--- src/rtl/cache_arbiter.sv ---
// cache_arbiter
// Shares the single-ported unified cache between the instruction-fetch port (I)
// and the load/store port (D). A granted request is latched into the c_* registers,
// held until the cache pulses c_ready, then reported with a one-cycle done pulse.
// Optional feature macro: CACHE_ARB_DPRIO_EN gives D fixed priority on simultaneous
// requests; without it, simultaneous requests are served round-robin.
module cache_arbiter #(
  parameter int ADDR_W  = 32,
  parameter int TIMEOUT = 64
) (
  input  logic              clk,
  input  logic              reset,
  input  logic              i_req,
  input  logic [ADDR_W-1:0] i_addr,
  output logic [31:0]       i_rdata,
  output logic              i_done,
  input  logic              d_req,
  input  logic              d_we,
  input  logic              d_byte,
  input  logic [ADDR_W-1:0] d_addr,
  input  logic [31:0]       d_wdata,
  output logic [31:0]       d_rdata,
  output logic              d_done,
  output logic              c_en,
  output logic              c_we,
  output logic              c_byte,
  output logic [ADDR_W-1:0] c_addr,
  output logic [31:0]       c_wdata,
  input  logic [31:0]       c_rdata,
  input  logic              c_ready,
  output logic              busy,
  output logic              grant_d,
  output logic              timeout_err
);

  localparam int              WD_W    = $clog2(TIMEOUT + 1);
  localparam logic [WD_W-1:0] WD_MAX  = WD_W'(TIMEOUT);
  localparam logic [WD_W-1:0] WD_LAST = WD_W'(TIMEOUT - 1);

  typedef enum logic [1:0] {
    IDLE = 2'd0,
    BUSY = 2'd1,
    RESP = 2'd2
  } state_t;

  state_t          state;
  state_t          state_next;
  logic            win_d;
  logic            accept;
  logic [WD_W-1:0] wd_cnt;

  assign accept = (state == IDLE) && (i_req || d_req);

`ifdef CACHE_ARB_DPRIO_EN
  // D takes every request it makes; I is served only when D is quiet
  always_comb begin
    win_d = d_req;
  end
`else
  logic last_d;

  // A lone requester wins; on a tie the port not granted last time wins
  always_comb begin
    win_d = d_req & (~i_req | ~last_d);
  end

  // Remember who completed last; reset points at I so the first tie goes to D
  always_ff @(posedge clk or negedge reset) begin
    if (!reset) begin
      last_d <= 1'b0;
    end else if (state == BUSY && c_ready) begin
      last_d <= grant_d;
    end
  end
`endif

  // State register; reset abandons any transaction in flight
  always_ff @(posedge clk or negedge reset) begin
    if (!reset) begin
      state <= IDLE;
    end else begin
      state <= state_next;
    end
  end

  // Next state plus handshake outputs; c_en drops in the c_ready cycle so the cache never restarts
  always_comb begin
    state_next = state;
    c_en       = 1'b0;
    busy       = 1'b0;
    i_done     = 1'b0;
    d_done     = 1'b0;
    case (state)
      IDLE: begin
        if (i_req || d_req) state_next = BUSY;
      end
      BUSY: begin
        busy = 1'b1;
        c_en = ~c_ready;
        if (c_ready) state_next = RESP;
      end
      RESP: begin
        busy       = 1'b1;
        i_done     = ~grant_d;
        d_done     = grant_d;
        state_next = IDLE;
      end
      default: state_next = IDLE;
    endcase
  end

  // Latch the winning request so requesters may change their inputs after the grant
  always_ff @(posedge clk or negedge reset) begin
    if (!reset) begin
      grant_d <= 1'b0;
      c_we    <= 1'b0;
      c_byte  <= 1'b0;
      c_addr  <= '0;
      c_wdata <= '0;
    end else if (accept) begin
      grant_d <= win_d;
      c_we    <= win_d & d_we;
      c_byte  <= win_d & d_byte;
      c_addr  <= win_d ? d_addr : i_addr;
      c_wdata <= win_d ? d_wdata : '0;
    end
  end

  // Capture read data for the owning port; stores leave both result registers alone
  always_ff @(posedge clk or negedge reset) begin
    if (!reset) begin
      i_rdata <= '0;
      d_rdata <= '0;
    end else if (state == BUSY && c_ready && !c_we) begin
      if (grant_d) begin
        d_rdata <= c_rdata;
      end else begin
        i_rdata <= c_rdata;
      end
    end
  end

  // Watchdog: saturating count of BUSY cycles, sticky flag once the limit is reached
  always_ff @(posedge clk or negedge reset) begin
    if (!reset) begin
      wd_cnt      <= '0;
      timeout_err <= 1'b0;
    end else if (accept) begin
      wd_cnt <= '0;
    end else if (state == BUSY) begin
      if (wd_cnt != WD_MAX) wd_cnt <= wd_cnt + 1'b1;
      if (wd_cnt >= WD_LAST) timeout_err <= 1'b1;
    end
  end

endmodule

--- config.mk ---
export PLATFORM = sky130hd
export DESIGN_NAME = cache_arbiter
export DESIGN_NICKNAME = d
export VERILOG_FILES = /design/src/rtl/cache_arbiter.sv
export SDC_FILE = /design/constraint.sdc
export NUM_CORES = 1
export LEC_CHECK = 0
export ABC_CLOCK_PERIOD_IN_PS = 3440
export BUFFER_PORTS_ARGS = -buffer_cell sky130_fd_sc_hd__buf_2
export CAP_MARGIN = 20
export CORE_MARGIN = 10
export CORE_UTILIZATION = 50
export CTS_CLUSTER_DIAMETER = 60
export DETAILED_ROUTE_END_ITERATION = 7
export PLACE_DENSITY = 0.85
export SLEW_MARGIN = 10
export SYNTH_ARGS = -nofsm -noshare
export SYNTH_HDL_FRONTEND = slang
export SYNTH_SLANG_ARGS = --single-unit
--- constraint.sdc ---
create_clock -name clk -period 3.44 [get_ports clk]
set_input_delay 0.344 -clock clk [delete_from_list [all_inputs] [get_ports clk]]
set_output_delay 0.344 -clock clk [all_outputs]
set_load 0.1 [all_outputs]
# Word-level counts from Yosys, hierarchy flattened
# Cells that the tools add are included.
dict set report totals {
  in_bits 135
  register_bits 142
  wordCells 53
}
dict set report classes {
  muxes 12
  eq_ne 5
  reduce_logical 14
  n_addsub 1
  n_lt_le_gt_ge 1
  bitwise 9
}
# cell n
set ops {}
lappend ops {{32-bit 2-to-1 mux} 2}
lappend ops {{7-bit 2-to-1 mux} 3}
lappend ops {{2-bit AND reduction} 4}
lappend ops {{7-bit by 1-bit adder with 7-bit output (second input constant)} 1}
lappend ops {{7-bit by 6-bit >= comparator with 1-bit output (second input constant)} 1}
lappend ops {{7-bit != test (second input constant)} 1}
lappend ops {{1-bit inverter} 5}
lappend ops {{1-bit 2-to-1 mux} 4}
lappend ops {{2-bit 2-to-1 mux} 2}
lappend ops {{2-bit case mux with 2 select lines} 1}
lappend ops {{2-bit nonzero test} 2}
lappend ops {{1-bit bitwise AND} 3}
lappend ops {{1-bit logical AND} 3}
lappend ops {{3-bit AND reduction} 1}
lappend ops {{2-bit by 1-bit equality test with 1-bit output (second input constant)} 1}
lappend ops {{2-bit equality test (second input constant)} 1}
lappend ops {{2-bit zero test} 1}
lappend ops {{2-bit by 1-bit != test with 1-bit output (second input constant)} 1}
lappend ops {{2-bit != test (second input constant)} 1}
lappend ops {{2-bit OR reduction} 1}
lappend ops {{1-bit zero test} 1}
lappend ops {{1-bit logical OR} 1}
lappend ops {{1-bit OR} 1}

# Longest topological paths before layout
# Gate-level depths: netlist (run 1).
dict set report logic_depth {
  depth_word 4
  depth_mapped 7
  mapped_depth_nobuf 5
}

# Least setup slack after synthesis (run 1)
# No wires, ideal clock.
dict set report synth_path {
  kind {register -> register}
  start {register state[1]}
  end {register state[0]}
  path_buffers 0
  path_stages_with_launch 6
  arrival_ps 2663
  required_time_ps 3315
  setup_slack_ps 652
  synth_period_minus_slack_ps 2788
  path_cell_list {dfrtp_1 > inv_1 > ha_1 > nor2b_1 > a21oi_1 > mux2_2}
}
dict set report synth_between {
  elab_chain_cells 3
}
# item line
set synth_rtl {}
lappend synth_rtl {{start, declared} 46} ;# state_t state;
lappend synth_rtl {{start signal, assigned} 82} ;# state <= state_next;
lappend synth_rtl {{2-bit by 1-bit equality test with 1-bit output or 2-bit zero test (tied branches)} 93} ;# case (state)
lappend synth_rtl {{2-bit != test (no source line) or 2-bit by 1-bit != test with 1-bit output (tied branches)} -}
lappend synth_rtl {{2-bit AND reduction (no source line)} -}
# Several ways; a longest one is shown, not always the timed one.
# A chain may end at the register's enable or synchronous reset.

# Worst setup path in the final report (run 1)
dict set report layout_path {
  start {register state[1]}
  end {output port c_en}
}
dict set report layout_between {
  elab_chain_cells 2
}
# item line
set layout_rtl {}
lappend layout_rtl {{2-bit by 1-bit equality test with 1-bit output} 93}
lappend layout_rtl {{1-bit 2-to-1 mux} 93}
lappend layout_rtl {{end, declared} 24} ;# output logic c_en,
# Every way passes these cells.

==> run_summary.xml, run 1 <==
<?xml version="1.0" encoding="UTF-8"?>
<metrics>
  <group name="status">
    <metric name="status" unit="">complete, no violations</metric>
  </group>
  <group name="floorplanning">
    <metric name="pin_count" unit="">271</metric>
    <metric name="die_h" unit="um">127</metric>
    <metric name="floorplan.rows" unit="">39</metric>
    <metric name="die_area" unit="sq um">16200</metric>
    <metric name="fp.dieW" unit="um">127</metric>
    <metric name="floorplan.initialDensity" unit="">0.506</metric>
    <metric name="placeable_area" unit="sq um">11400</metric>
  </group>
  <group name="synth">
    <metric name="compound_gate_portion_of_the_synthesized_area" unit="">0.0945</metric>
    <metric name="ys_seq_area_frac" unit="">0.617</metric>
    <metric name="netlist_instances" unit="">418</metric>
    <metric name="post_synth_instance_area" unit="sq um">5760</metric>
    <metric name="post_synth_top_area_cell" unit="">sky130_fd_sc_hd__dfrtp_1</metric>
    <metric name="prevailing_post_synth_register_cell" unit="">sky130_fd_sc_hd__dfrtp_1</metric>
    <metric name="post_synth_fa_ha_maj_area_fraction" unit="">0.0152</metric>
    <metric name="synthMuxAreaShare" unit="">0.190</metric>
    <metric name="synth.net_count" unit="">560</metric>
    <metric name="synthesis.yosys.warnings" unit="">0</metric>
    <metric name="synthDistinctLibCells" unit="">31</metric>
    <metric name="postSynthAreaPerCell" unit="sq um">13.8</metric>
    <metric name="synth-edff-count" unit="">0</metric>
    <metric name="synth_simple_gate_area_share" unit="">0.0474</metric>
    <metric name="post-synth-top-count-cell" unit="">sky130_fd_sc_hd__dfrtp_1</metric>
    <metric name="yosys-top-cells-area" unit="">sky130_fd_sc_hd__dfrtp_1, sky130_fd_sc_hd__mux2_2, sky130_fd_sc_hd__mux2i_1, sky130_fd_sc_hd__a22o_1, sky130_fd_sc_hd__o21ai_0</metric>
    <metric name="dominant_combinational_cell_family_by_area_after_synthesis" unit="">multiplexers</metric>
    <metric name="async_flop_share" unit="">1.00</metric>
    <metric name="synthXorXnorAreaFrac" unit="">0.00304</metric>
    <metric name="synth_top_cell_area_share" unit="">0.617</metric>
    <metric name="synthTopCellsByCount" unit="">sky130_fd_sc_hd__dfrtp_1, sky130_fd_sc_hd__mux2_2, sky130_fd_sc_hd__nand2_1</metric>
    <metric name="yosys_register_bits" unit="">142</metric>
  </group>
  <group name="clock_network">
    <metric name="postCtsHoldBufs" unit="">0</metric>
    <metric name="clkSinkCount" unit="">142</metric>
    <metric name="cts-htree-levels" unit="">4</metric>
    <metric name="clock_insertion_delay_at_the_later_pin_of_the_skew_report" unit="ps">410</metric>
    <metric name="cts_setup_buffers" unit="">0</metric>
    <metric name="cts_root_buf" unit="">sky130_fd_sc_hd__clkbuf_16</metric>
    <metric name="cts_repair_resize_count" unit="">0</metric>
    <metric name="clock_tree_from_tritoncts" unit="">yes</metric>
    <metric name="tritoncts.num_buffers" unit="">17</metric>
    <metric name="deepest_clock_path_buffer_count" unit="">2</metric>
    <metric name="worst_setup_hold_path_clk_slew" unit="ps">60</metric>
  </group>
  <group name="sta">
    <metric name="report.final.slew_viol_count" unit="">0</metric>
    <metric name="summed_negative_setup_slack_over_all_endpoints" unit="ps">0</metric>
    <metric name="layout_min_cycle_time" unit="ps">2300</metric>
    <metric name="finalCritPeriodShare" unit="">0.668</metric>
    <metric name="max_slew_headroom" unit="">0.456</metric>
    <metric name="grt_setup_unrepaired" unit="">false</metric>
    <metric name="clock-skew-final" unit="ps">7.94</metric>
    <metric name="hold_viol_final" unit="">0</metric>
    <metric name="report.final.setup_viol" unit="">0</metric>
    <metric name="timing_worst_slew_pin_value" unit="ps">816</metric>
    <metric name="layout_setup_ws" unit="ps">1140</metric>
    <metric name="achievable-frequency" unit="GHz">0.435</metric>
  </group>
  <group name="drt">
    <metric name="totalWireLength" unit="mm">16.6</metric>
    <metric name="drt-initial-drc-count" unit="">213</metric>
    <metric name="drcViolationCount" unit="">0</metric>
    <metric name="wire_per_inst" unit="um">19.6</metric>
    <metric name="drt_pre_antenna_iters" unit="">4</metric>
    <metric name="route.detailed.vias_per_inst" unit="">5.27</metric>
    <metric name="vias" unit="">4451</metric>
    <metric name="drt.antenna.violating_nets" unit="">0</metric>
  </group>
  <group name="setup_path">
    <metric name="regToRegEndpoint" unit="">c_addr[17]</metric>
    <metric name="setup.worst_path.end_class" unit="">output port</metric>
    <metric name="timing.critical_path.arrival" unit="ps">1950</metric>
    <metric name="worstPathMaxFanout" unit="">7</metric>
    <metric name="cp_data_required_time" unit="ps">3100</metric>
    <metric name="start_kind" unit="">flip-flop</metric>
    <metric name="worst_r2r_path_depth" unit="">6</metric>
    <metric name="critical_path_class" unit="">flip-flop to output port</metric>
    <metric name="r2r_start" unit="">state[0]</metric>
    <metric name="setup.reg_to_reg.worst_slack" unit="ps">1320</metric>
  </group>
  <group name="finish">
    <metric name="design_area" unit="sq um">7830</metric>
    <metric name="design.final.nets" unit="">832</metric>
    <metric name="fin_util" unit="">0.688</metric>
    <metric name="layout-area-overhead-vs-synth" unit="%">35.9</metric>
    <metric name="n_antenna_cell" unit="">0</metric>
    <metric name="fraction_of_layout_instances_using_a_drive_strength_above_1" unit="">0.534</metric>
  </group>
  <group name="placed_design">
    <metric name="port_buf_inserts" unit="">270</metric>
    <metric name="place_area" unit="sq um">7190</metric>
    <metric name="pre_cts_slack" unit="ps">876</metric>
    <metric name="gp_congestion" unit="">0.798</metric>
    <metric name="detailed_place_hpwl" unit="mm">12.7</metric>
  </group>
  <group name="global_route">
    <metric name="grt_pass1_vias" unit="">4877</metric>
    <metric name="grt_pass1_wl" unit="mm">25.6</metric>
    <metric name="antenna_violations_before_repair" unit="">0</metric>
    <metric name="gr-total-overflow" unit="">0</metric>
    <metric name="groute.usage.overall" unit="">0.199</metric>
    <metric name="grt_start_max_net_pins" unit="">92</metric>
  </group>
  <group name="min_path">
    <metric name="hp-class" unit="">input port to asynchronous set/reset pin</metric>
  </group>
  <group name="run">
    <metric name="max-cap-violations" unit="">0</metric>
  </group>
</metrics>
-- worst max path at each step --
| stage | endpoint | from |
|---|---|---|
| 2_1_floorplan | state[0] | state[1] |
| 3_3_place_gp | d_rdata[2] | state[1] |
| 3_5_place_dp | d_rdata[9] | state[1] |
| 4_1_cts | d_rdata[10] | state[1] |
| 5_1_grt | c_en | state[1] |
| 6_report | c_en | state[1] |
-- through the flow --
step,hold WS [ps],cells
6_report,14.6,845
5_1_grt,64.7,845
4_1_cts,45.8,843
3_5_place_dp,455,812
3_3_place_gp,458,812
2_1_floorplan,48.4,418
-- layout make-up --
type	count	area (sq um)
sequential	142	3550
fill	794	3540
multi-input combinational	247	2040
timing repair buffer	278	1460
clock buffer	19	443
tap	143	179
clock inverter	12	139
inverter	4	15.0
-- sequential cells by signal, indices dropped and copies added, names as in the netlist --
signal / count
c_wdata: 32
grant_d: 1
c_addr: 32
i_rdata: 32
timeout_err: 1
c_we: 1
state: 2
last_d: 1
wd_cnt: 7
d_rdata: 32
c_byte: 1
-- layout by cell type (no fill, tap or decap), drive strengths merged, types with 3 or more instances in the layout --
cell type	synthesis	layout
clkinvlp	0	4
nor2	3	3
mux2	67	67
nor2b	4	4
o21ai	35	35
a21oi	5	5
mux2i	34	34
nand2	40	40
buf	21	278
ha	7	7
dfrtp	142	142
clkinv	0	5
clkbuf	4	19
a22o	34	34
nand4	3	3
inv	4	5
-- worst max-delay path: stages (launching register included) --
cell	delay (ps)
sky130_fd_sc_hd__dfrtp_1	410
sky130_fd_sc_hd__inv_1	150
sky130_fd_sc_hd__ha_1	310
sky130_fd_sc_hd__nor2b_1	210
sky130_fd_sc_hd__buf_2	460
-- cells by family after synthesis --
logic type | count (synthesis)
AOI/OAI and AO/OA | 80
buffers and inverters | 29
muxes | 101
adders and majority gates | 7
xor gates and xnor gates | 2
DFF | 142
and+or+nand+nor | 57
-- per-layer routing --
| layer | vias up | global-route usage | wire length [um] |
|---|---|---|---|
| li1 | 2039 | - | - |
| met1 | 2182 | 0.219 | 6330 |
| met2 | 209 | 0.336 | 8480 |
| met3 | 21 | 0.0844 | 1490 |
| met4 | 0 | 0.0697 | 278 |
| met5 | - | 0 | 0 |
Power of run 1 is left out: the tool's default activity adds up to more than one toggle a clock period on the data nets, which glitch-free logic cannot reach.
==> run 2, diff against run 1 <==
--- a/config.mk
+++ b/config.mk
@@ -5,14 +5,14 @@
 export SDC_FILE = /design/constraint.sdc
 export NUM_CORES = 1
 export LEC_CHECK = 0
-export ABC_CLOCK_PERIOD_IN_PS = 3440
+export ABC_CLOCK_PERIOD_IN_PS = 2300
 export BUFFER_PORTS_ARGS = -buffer_cell sky130_fd_sc_hd__buf_2
 export CAP_MARGIN = 20
 export CORE_MARGIN = 10
-export CORE_UTILIZATION = 50
+export CORE_UTILIZATION = 47
 export CTS_CLUSTER_DIAMETER = 60
 export DETAILED_ROUTE_END_ITERATION = 7
-export PLACE_DENSITY = 0.85
+export PLACE_DENSITY = 0.81
 export SLEW_MARGIN = 10
 export SYNTH_ARGS = -nofsm -noshare
 export SYNTH_HDL_FRONTEND = slang
==> constraint.sdc (replaced) <==
create_clock -name clk -period 2.3 [get_ports clk]
set_input_delay 0.23 -clock clk [delete_from_list [all_inputs] [get_ports clk]]
set_output_delay 0.23 -clock clk [all_outputs]
set_load 0.1 [all_outputs]
==> run 2 against run 1 <==
  * Count of clock-buffer cells in the layout rose by 2
  * Clock skew fell by 0.95 ps
  * Setup slack got worse by 980 ps
  * Sequential share of layout area fell by 0.47 points
  * Highest routed layer unchanged
==> run_summary.xml, run 2 (synthesized netlist as in run 1, its figures left out) <==
<?xml version="1.0" encoding="UTF-8"?>
<metrics>
  <group name="sta">
    <metric name="grt_setup_unrepaired" unit="">false</metric>
    <metric name="clock-skew-final" unit="ps">6.99</metric>
    <metric name="layout_setup_ws" unit="ps">163</metric>
    <metric name="max_slew_headroom" unit="">0.284</metric>
    <metric name="layout_min_cycle_time" unit="ps">2140</metric>
    <metric name="finalCritPeriodShare" unit="">0.929</metric>
    <metric name="timing_worst_slew_pin_value" unit="ps">1070</metric>
    <metric name="achievable-frequency" unit="GHz">0.468</metric>
    <metric name="hold_viol_final" unit="">0</metric>
    <metric name="report.final.slew_viol_count" unit="">0</metric>
    <metric name="report.final.setup_viol" unit="">0</metric>
    <metric name="summed_negative_setup_slack_over_all_endpoints" unit="ps">0</metric>
  </group>
  <group name="floorplanning">
    <metric name="floorplan.initialDensity" unit="">0.479</metric>
    <metric name="floorplan.rows" unit="">40</metric>
    <metric name="pin_count" unit="">271</metric>
    <metric name="placeable_area" unit="sq um">12000</metric>
    <metric name="die_area" unit="sq um">17100</metric>
    <metric name="fp.dieW" unit="um">131</metric>
    <metric name="die_h" unit="um">131</metric>
  </group>
  <group name="setup_path">
    <metric name="regToRegEndpoint" unit="">i_rdata[10]</metric>
    <metric name="setup.worst_path.end_class" unit="">output port</metric>
    <metric name="start_kind" unit="">flip-flop</metric>
    <metric name="setup.reg_to_reg.worst_slack" unit="ps">450</metric>
    <metric name="critical_path_class" unit="">flip-flop to output port</metric>
    <metric name="r2r_start" unit="">state[1]</metric>
    <metric name="cp_data_required_time" unit="ps">2070</metric>
    <metric name="worstPathMaxFanout" unit="">7</metric>
    <metric name="timing.critical_path.arrival" unit="ps">1910</metric>
    <metric name="worst_r2r_path_depth" unit="">6</metric>
  </group>
  <group name="global_route">
    <metric name="antenna_violations_before_repair" unit="">1</metric>
    <metric name="gr-total-overflow" unit="">0</metric>
    <metric name="grt_start_max_net_pins" unit="">62</metric>
    <metric name="grt_pass1_wl" unit="mm">24.7</metric>
    <metric name="groute.usage.overall" unit="">0.185</metric>
    <metric name="grt_pass1_vias" unit="">4777</metric>
  </group>
  <group name="placed_design">
    <metric name="gp_congestion" unit="">0.791</metric>
    <metric name="numPlacedInstances" unit="">819</metric>
    <metric name="port_buf_inserts" unit="">270</metric>
    <metric name="detailed_place_hpwl" unit="mm">12.4</metric>
    <metric name="pre_cts_slack" unit="ps">423</metric>
  </group>
  <group name="min_path">
    <metric name="worst_hold_path.num_cells" unit="">2</metric>
    <metric name="holdCritStartpoint" unit="">d_wdata[4]</metric>
    <metric name="hp-class" unit="">input port to flip-flop</metric>
    <metric name="holdPathEnd" unit="">c_wdata[4]</metric>
  </group>
  <group name="clock_network">
    <metric name="tritoncts.num_buffers" unit="">17</metric>
    <metric name="cts_setup_buffers" unit="">0</metric>
    <metric name="cts_root_buf" unit="">sky130_fd_sc_hd__clkbuf_16</metric>
    <metric name="deepest_clock_path_buffer_count" unit="">2</metric>
    <metric name="clkSinkCount" unit="">142</metric>
    <metric name="cts-htree-levels" unit="">4</metric>
    <metric name="clock_tree_from_tritoncts" unit="">yes</metric>
    <metric name="clock_insertion_delay_at_the_later_pin_of_the_skew_report" unit="ps">400</metric>
    <metric name="worst_setup_hold_path_clk_slew" unit="ps">60</metric>
  </group>
  <group name="drt">
    <metric name="vias" unit="">4348</metric>
    <metric name="totalWireLength" unit="mm">16.0</metric>
    <metric name="drt.antenna.violating_nets" unit="">0</metric>
    <metric name="drt-initial-drc-count" unit="">185</metric>
    <metric name="wire_per_inst" unit="um">18.7</metric>
    <metric name="route.detailed.vias_per_inst" unit="">5.10</metric>
    <metric name="drcViolationCount" unit="">0</metric>
    <metric name="drt_pre_antenna_iters" unit="">4</metric>
  </group>
  <group name="finish">
    <metric name="final_cells" unit="">852</metric>
    <metric name="layout-area-overhead-vs-synth" unit="%">37.3</metric>
    <metric name="design.final.nets" unit="">834</metric>
    <metric name="layout.cells.most_common_list" unit="">sky130_fd_sc_hd__buf_2, sky130_fd_sc_hd__dfrtp_1, sky130_fd_sc_hd__mux2_2, sky130_fd_sc_hd__nand2_1</metric>
    <metric name="final.fill_count" unit="">893</metric>
    <metric name="fin_util" unit="">0.658</metric>
    <metric name="seqCellArea" unit="sq um">3550</metric>
    <metric name="layout_commonest_cell" unit="">sky130_fd_sc_hd__buf_2</metric>
    <metric name="fraction_of_layout_instances_using_a_drive_strength_above_1" unit="">0.536</metric>
    <metric name="total_area_of_multi_input_combinational_cells" unit="sq um">2040</metric>
  </group>
  <group name="status">
    <metric name="status" unit="">complete, no violations</metric>
  </group>
  <group name="run">
    <metric name="max-cap-violations" unit="">0</metric>
  </group>
</metrics>
## run 2: changes by cell type in the layout (fill, tap and decap cells not counted), sizes merged
cell,delta
diode,+1
buf,+1
inv,-1
clkbuf,+2
dlygate4sd3,+1
clkinv,-4
bufinv,+2
clkinvlp,+1
## run 2: worst max-delay path: stages (launching register included)
cell and delay [ps]:
sky130_fd_sc_hd__dfrtp_1 400, sky130_fd_sc_hd__inv_1 120, sky130_fd_sc_hd__ha_1 320, sky130_fd_sc_hd__nor2b_2 210, sky130_fd_sc_hd__buf_2 440
## run 2: routing by layer
layer | vias up | wire [um] | track usage
li1 | 2041 | - | -
met1 | 2090 | 6080 | 0.204
met2 | 195 | 8170 | 0.320
met3 | 22 | 1460 | 0.0649
met4 | 0 | 247 | 0.0739
met5 | - | 0 | 0
## run 2: stage by stage
stage | hold slack [ps] | cell area, sq um
CTS | 16.1 | 7910
floorplan | -65.6 | 5760
finish | 38.1 | 7910
global placement | 179 | 7270
global route | 22.7 | 7910
detailed placement | 186 | 7270
## run 2: area by class of cell
type,count,share of cell area
diodes,1,0.000316
clock buffers,21,0.0582
clock inverters,10,0.0206
inverters,4,0.00190
multi-input cells,247,0.259
flip-flops and latches,142,0.449
well taps,147,0.0233
repair buffers,280,0.188
## run 2: worst max-delay path by stage
| stage | startpoint | end | slack [ps] | cells after the start |
|---|---|---|---|---|
| finish | state[1] | c_en | 160 | 4 |
| global placement | d_req | c_addr[8] | 510 | 4 |
| global route | state[1] | c_en | 60 | 4 |
| CTS | state[1] | c_en | 130 | 4 |
| detailed placement | d_req | c_addr[4] | 420 | 4 |
| floorplan | state[1] | state[0] | 90 | 5 |
## run 2: timing repair
action	in CTS	in global routing
gates resized for setup	0	0
hold endpoints to repair	44	0
hold buffers	1	0
Power of run 2 is left out for the same reason.
==> run 3, diff against run 2 <==
--- a/config.mk
+++ b/config.mk
@@ -5,14 +5,14 @@
 export SDC_FILE = /design/constraint.sdc
 export NUM_CORES = 1
 export LEC_CHECK = 0
-export ABC_CLOCK_PERIOD_IN_PS = 2300
+export ABC_CLOCK_PERIOD_IN_PS = 1900
 export BUFFER_PORTS_ARGS = -buffer_cell sky130_fd_sc_hd__buf_2
 export CAP_MARGIN = 20
 export CORE_MARGIN = 10
-export CORE_UTILIZATION = 47
+export CORE_UTILIZATION = 42
 export CTS_CLUSTER_DIAMETER = 60
 export DETAILED_ROUTE_END_ITERATION = 7
-export PLACE_DENSITY = 0.81
+export PLACE_DENSITY = 0.76
 export SLEW_MARGIN = 10
 export SYNTH_ARGS = -nofsm -noshare
 export SYNTH_HDL_FRONTEND = slang
==> constraint.sdc (replaced) <==
create_clock -name clk -period 1.9 [get_ports clk]
set_input_delay 0.19 -clock clk [delete_from_list [all_inputs] [get_ports clk]]
set_output_delay 0.19 -clock clk [all_outputs]
set_load 0.1 [all_outputs]
==> run 3 against run 2 <==
  * Final cell count grew 7.9%
  * First-iteration DRC count down 5.9%
  * Register-to-register slack worse by 290 ps
  * Count of clock-buffer cells in the layout down 2
==> run_summary.xml, run 3 (synthesized netlist as in run 1, its figures left out) <==
<?xml version="1.0" encoding="UTF-8"?>
<metrics>
  <group name="status">
    <metric name="status" unit="">complete, no violations</metric>
  </group>
  <group name="drt">
    <metric name="totalWireLength" unit="mm">17.0</metric>
    <metric name="drcViolationCount" unit="">0</metric>
    <metric name="routed.top_layer" unit="">met4</metric>
    <metric name="met2_length" unit="mm">8.20</metric>
    <metric name="wire_per_inst" unit="um">18.5</metric>
    <metric name="wl_met1" unit="mm">6.74</metric>
    <metric name="vias" unit="">4567</metric>
    <metric name="drt.antenna.violating_nets" unit="">0</metric>
    <metric name="drt_pre_antenna_iters" unit="">4</metric>
    <metric name="route.detailed.vias_per_inst" unit="">4.97</metric>
    <metric name="wl_met3" unit="mm">1.65</metric>
    <metric name="drt-initial-drc-count" unit="">174</metric>
  </group>
  <group name="sta">
    <metric name="finalCritPeriodShare" unit="">0.945</metric>
    <metric name="timing_worst_slew_pin_value" unit="ps">524</metric>
    <metric name="clock-skew-final" unit="ps">9.03</metric>
    <metric name="layout_min_cycle_time" unit="ps">1790</metric>
    <metric name="achievable-frequency" unit="GHz">0.557</metric>
    <metric name="report.final.slew_viol_count" unit="">0</metric>
    <metric name="summed_negative_setup_slack_over_all_endpoints" unit="ps">0</metric>
    <metric name="grt_setup_unrepaired" unit="">false</metric>
    <metric name="hold_viol_final" unit="">0</metric>
    <metric name="max_slew_headroom" unit="">0.653</metric>
    <metric name="report.final.setup_viol" unit="">0</metric>
  </group>
  <group name="floorplanning">
    <metric name="floorplan.initialDensity" unit="">0.431</metric>
    <metric name="floorplan.rows" unit="">42</metric>
    <metric name="placeable_area" unit="sq um">13300</metric>
    <metric name="die_h" unit="um">137</metric>
    <metric name="fp.dieW" unit="um">137</metric>
    <metric name="pin_count" unit="">271</metric>
    <metric name="die_area" unit="sq um">18800</metric>
  </group>
  <group name="setup_path">
    <metric name="timing.critical_path.arrival" unit="ps">1600</metric>
    <metric name="setup.reg_to_reg.worst_slack" unit="ps">160</metric>
    <metric name="critical-path-max-stage-delay" unit="ps">410</metric>
    <metric name="cp_data_required_time" unit="ps">1710</metric>
    <metric name="startpoint" unit="">state[0]</metric>
    <metric name="critical_path_class" unit="">flip-flop to output port</metric>
    <metric name="cpLargestDelayFamily" unit="">flip-flops</metric>
    <metric name="worstPathMaxFanout" unit="">4</metric>
    <metric name="crit_cells" unit="">4</metric>
    <metric name="start_kind" unit="">flip-flop</metric>
    <metric name="regToRegEndpoint" unit="">i_rdata[7]</metric>
    <metric name="critical_path.cell_chain" unit="">inv_1, ha_1, nor2b_2, buf_4</metric>
    <metric name="worst_r2r_path_depth" unit="">6</metric>
    <metric name="critical_path.endpoint" unit="">i_done</metric>
    <metric name="setup.worst_path.end_class" unit="">output port</metric>
    <metric name="r2r_start" unit="">state[1]</metric>
    <metric name="worstPathBufferInverterCount" unit="">2</metric>
    <metric name="critical_path.slowest_cell" unit="">sky130_fd_sc_hd__dfrtp_1</metric>
  </group>
  <group name="clock_network">
    <metric name="worst_setup_hold_path_clk_slew" unit="ps">60</metric>
    <metric name="clock_insertion_delay_at_the_later_pin_of_the_skew_report" unit="ps">420</metric>
    <metric name="deepest_clock_path_buffer_count" unit="">2</metric>
    <metric name="clkSinkCount" unit="">142</metric>
    <metric name="clock_tree_from_tritoncts" unit="">yes</metric>
    <metric name="cts_setup_buffers" unit="">0</metric>
    <metric name="cts-htree-levels" unit="">4</metric>
    <metric name="tritoncts.num_buffers" unit="">17</metric>
    <metric name="cts_root_buf" unit="">sky130_fd_sc_hd__clkbuf_16</metric>
  </group>
  <group name="global_route">
    <metric name="grt_start_max_net_pins" unit="">78</metric>
    <metric name="gr-total-overflow" unit="">0</metric>
    <metric name="grt_pass1_vias" unit="">5124</metric>
    <metric name="groute.usage.overall" unit="">0.177</metric>
    <metric name="grt_pass1_wl" unit="mm">26.2</metric>
    <metric name="antenna_violations_before_repair" unit="">0</metric>
  </group>
  <group name="finish">
    <metric name="layout.cells.most_common_list" unit="">sky130_fd_sc_hd__buf_2, sky130_fd_sc_hd__dfrtp_1, sky130_fd_sc_hd__mux2_2, sky130_fd_sc_hd__nand2_1, sky130_fd_sc_hd__dlygate4sd3_1</metric>
    <metric name="fin_util" unit="">0.621</metric>
    <metric name="final.fill_count" unit="">1031</metric>
    <metric name="layout_commonest_cell" unit="">sky130_fd_sc_hd__buf_2</metric>
    <metric name="fraction_of_layout_instances_using_a_drive_strength_above_1" unit="">0.518</metric>
    <metric name="design.final.nets" unit="">868</metric>
    <metric name="seqCellArea" unit="sq um">3560</metric>
    <metric name="total_area_of_multi_input_combinational_cells" unit="sq um">2050</metric>
    <metric name="layout-area-overhead-vs-synth" unit="%">43.9</metric>
  </group>
  <group name="run">
    <metric name="max-cap-violations" unit="">0</metric>
  </group>
  <group name="placed_design">
    <metric name="gp_congestion" unit="">0.845</metric>
    <metric name="detailed_place_hpwl" unit="mm">12.5</metric>
    <metric name="port_buf_inserts" unit="">270</metric>
  </group>
  <group name="min_path">
    <metric name="hp-class" unit="">input port to flip-flop</metric>
  </group>
</metrics>
==> run 3: stage by stage <==
| stage | setup WS (ps) | hold WS, ps | instances | cell area, sq um |
|---|---|---|---|---|
| 2_1_floorplan | 25.9 | -106 | 418 | 5770 |
| 4_1_cts | 57.6 | 1.28 | 915 | 8270 |
| 5_1_grt | 7.31 | 2.93 | 915 | 8280 |
| 6_report | 105 | 12.5 | 919 | 8290 |
| 3_3_place_gp | 179 | 160 | 848 | 7360 |
| 3_5_place_dp | 80.2 | 166 | 848 | 7360 |
==> run 3: timing repair <==
item                       in CTS  in global routing
gates resized for setup         3                  1
hold endpoints to repair       79                  0
hold buffers                   35                  0
pin swaps                       0                  0
setup endpoints to repair       3                 33
==> run 3: final cells by class <==
class / instances / area share
inverters: 4 / 0.00181
clock inverters: 13 / 0.0139
multi-input cells: 247 / 0.248
well taps: 176 / 0.0266
repair buffers: 314 / 0.226
clock buffers: 19 / 0.0535
flip-flops and latches: 142 / 0.429
diodes: 4 / 0.00121
==> run 3: worst min-delay path by stage <==
stage,slack (ps),cells after the start,startpoint,to
finish,10,2,d_wdata[11],c_wdata[11]
global route,3,2,d_wdata[11],c_wdata[11]
CTS,1,2,c_rdata[15],i_rdata[15]
detailed placement,170,1,reset,d_rdata[21]
global placement,160,1,reset,i_rdata[21]
floorplan,-110,0,reset,c_addr[0]
==> run 3: worst reg2reg max path: cells and delay by family, from the launching register on <==
family                     cells  cell delay [ps]
buffers and inverters          2              320
adders and majority gates      1              260
and+or+nand+nor                2              260
DFF                            1              400
muxes                          1              390
==> run 3: layer usage <==
| metal | vias to the layer above | global-route usage |
|---|---|---|
| met4 | 0 | 0.0691 |
| met5 | - | 0 |
| met2 | 218 | 0.294 |
| met1 | 2206 | 0.198 |
| met3 | 30 | 0.0751 |
| li1 | 2113 | - |
Power of run 3 is left out for the same reason.
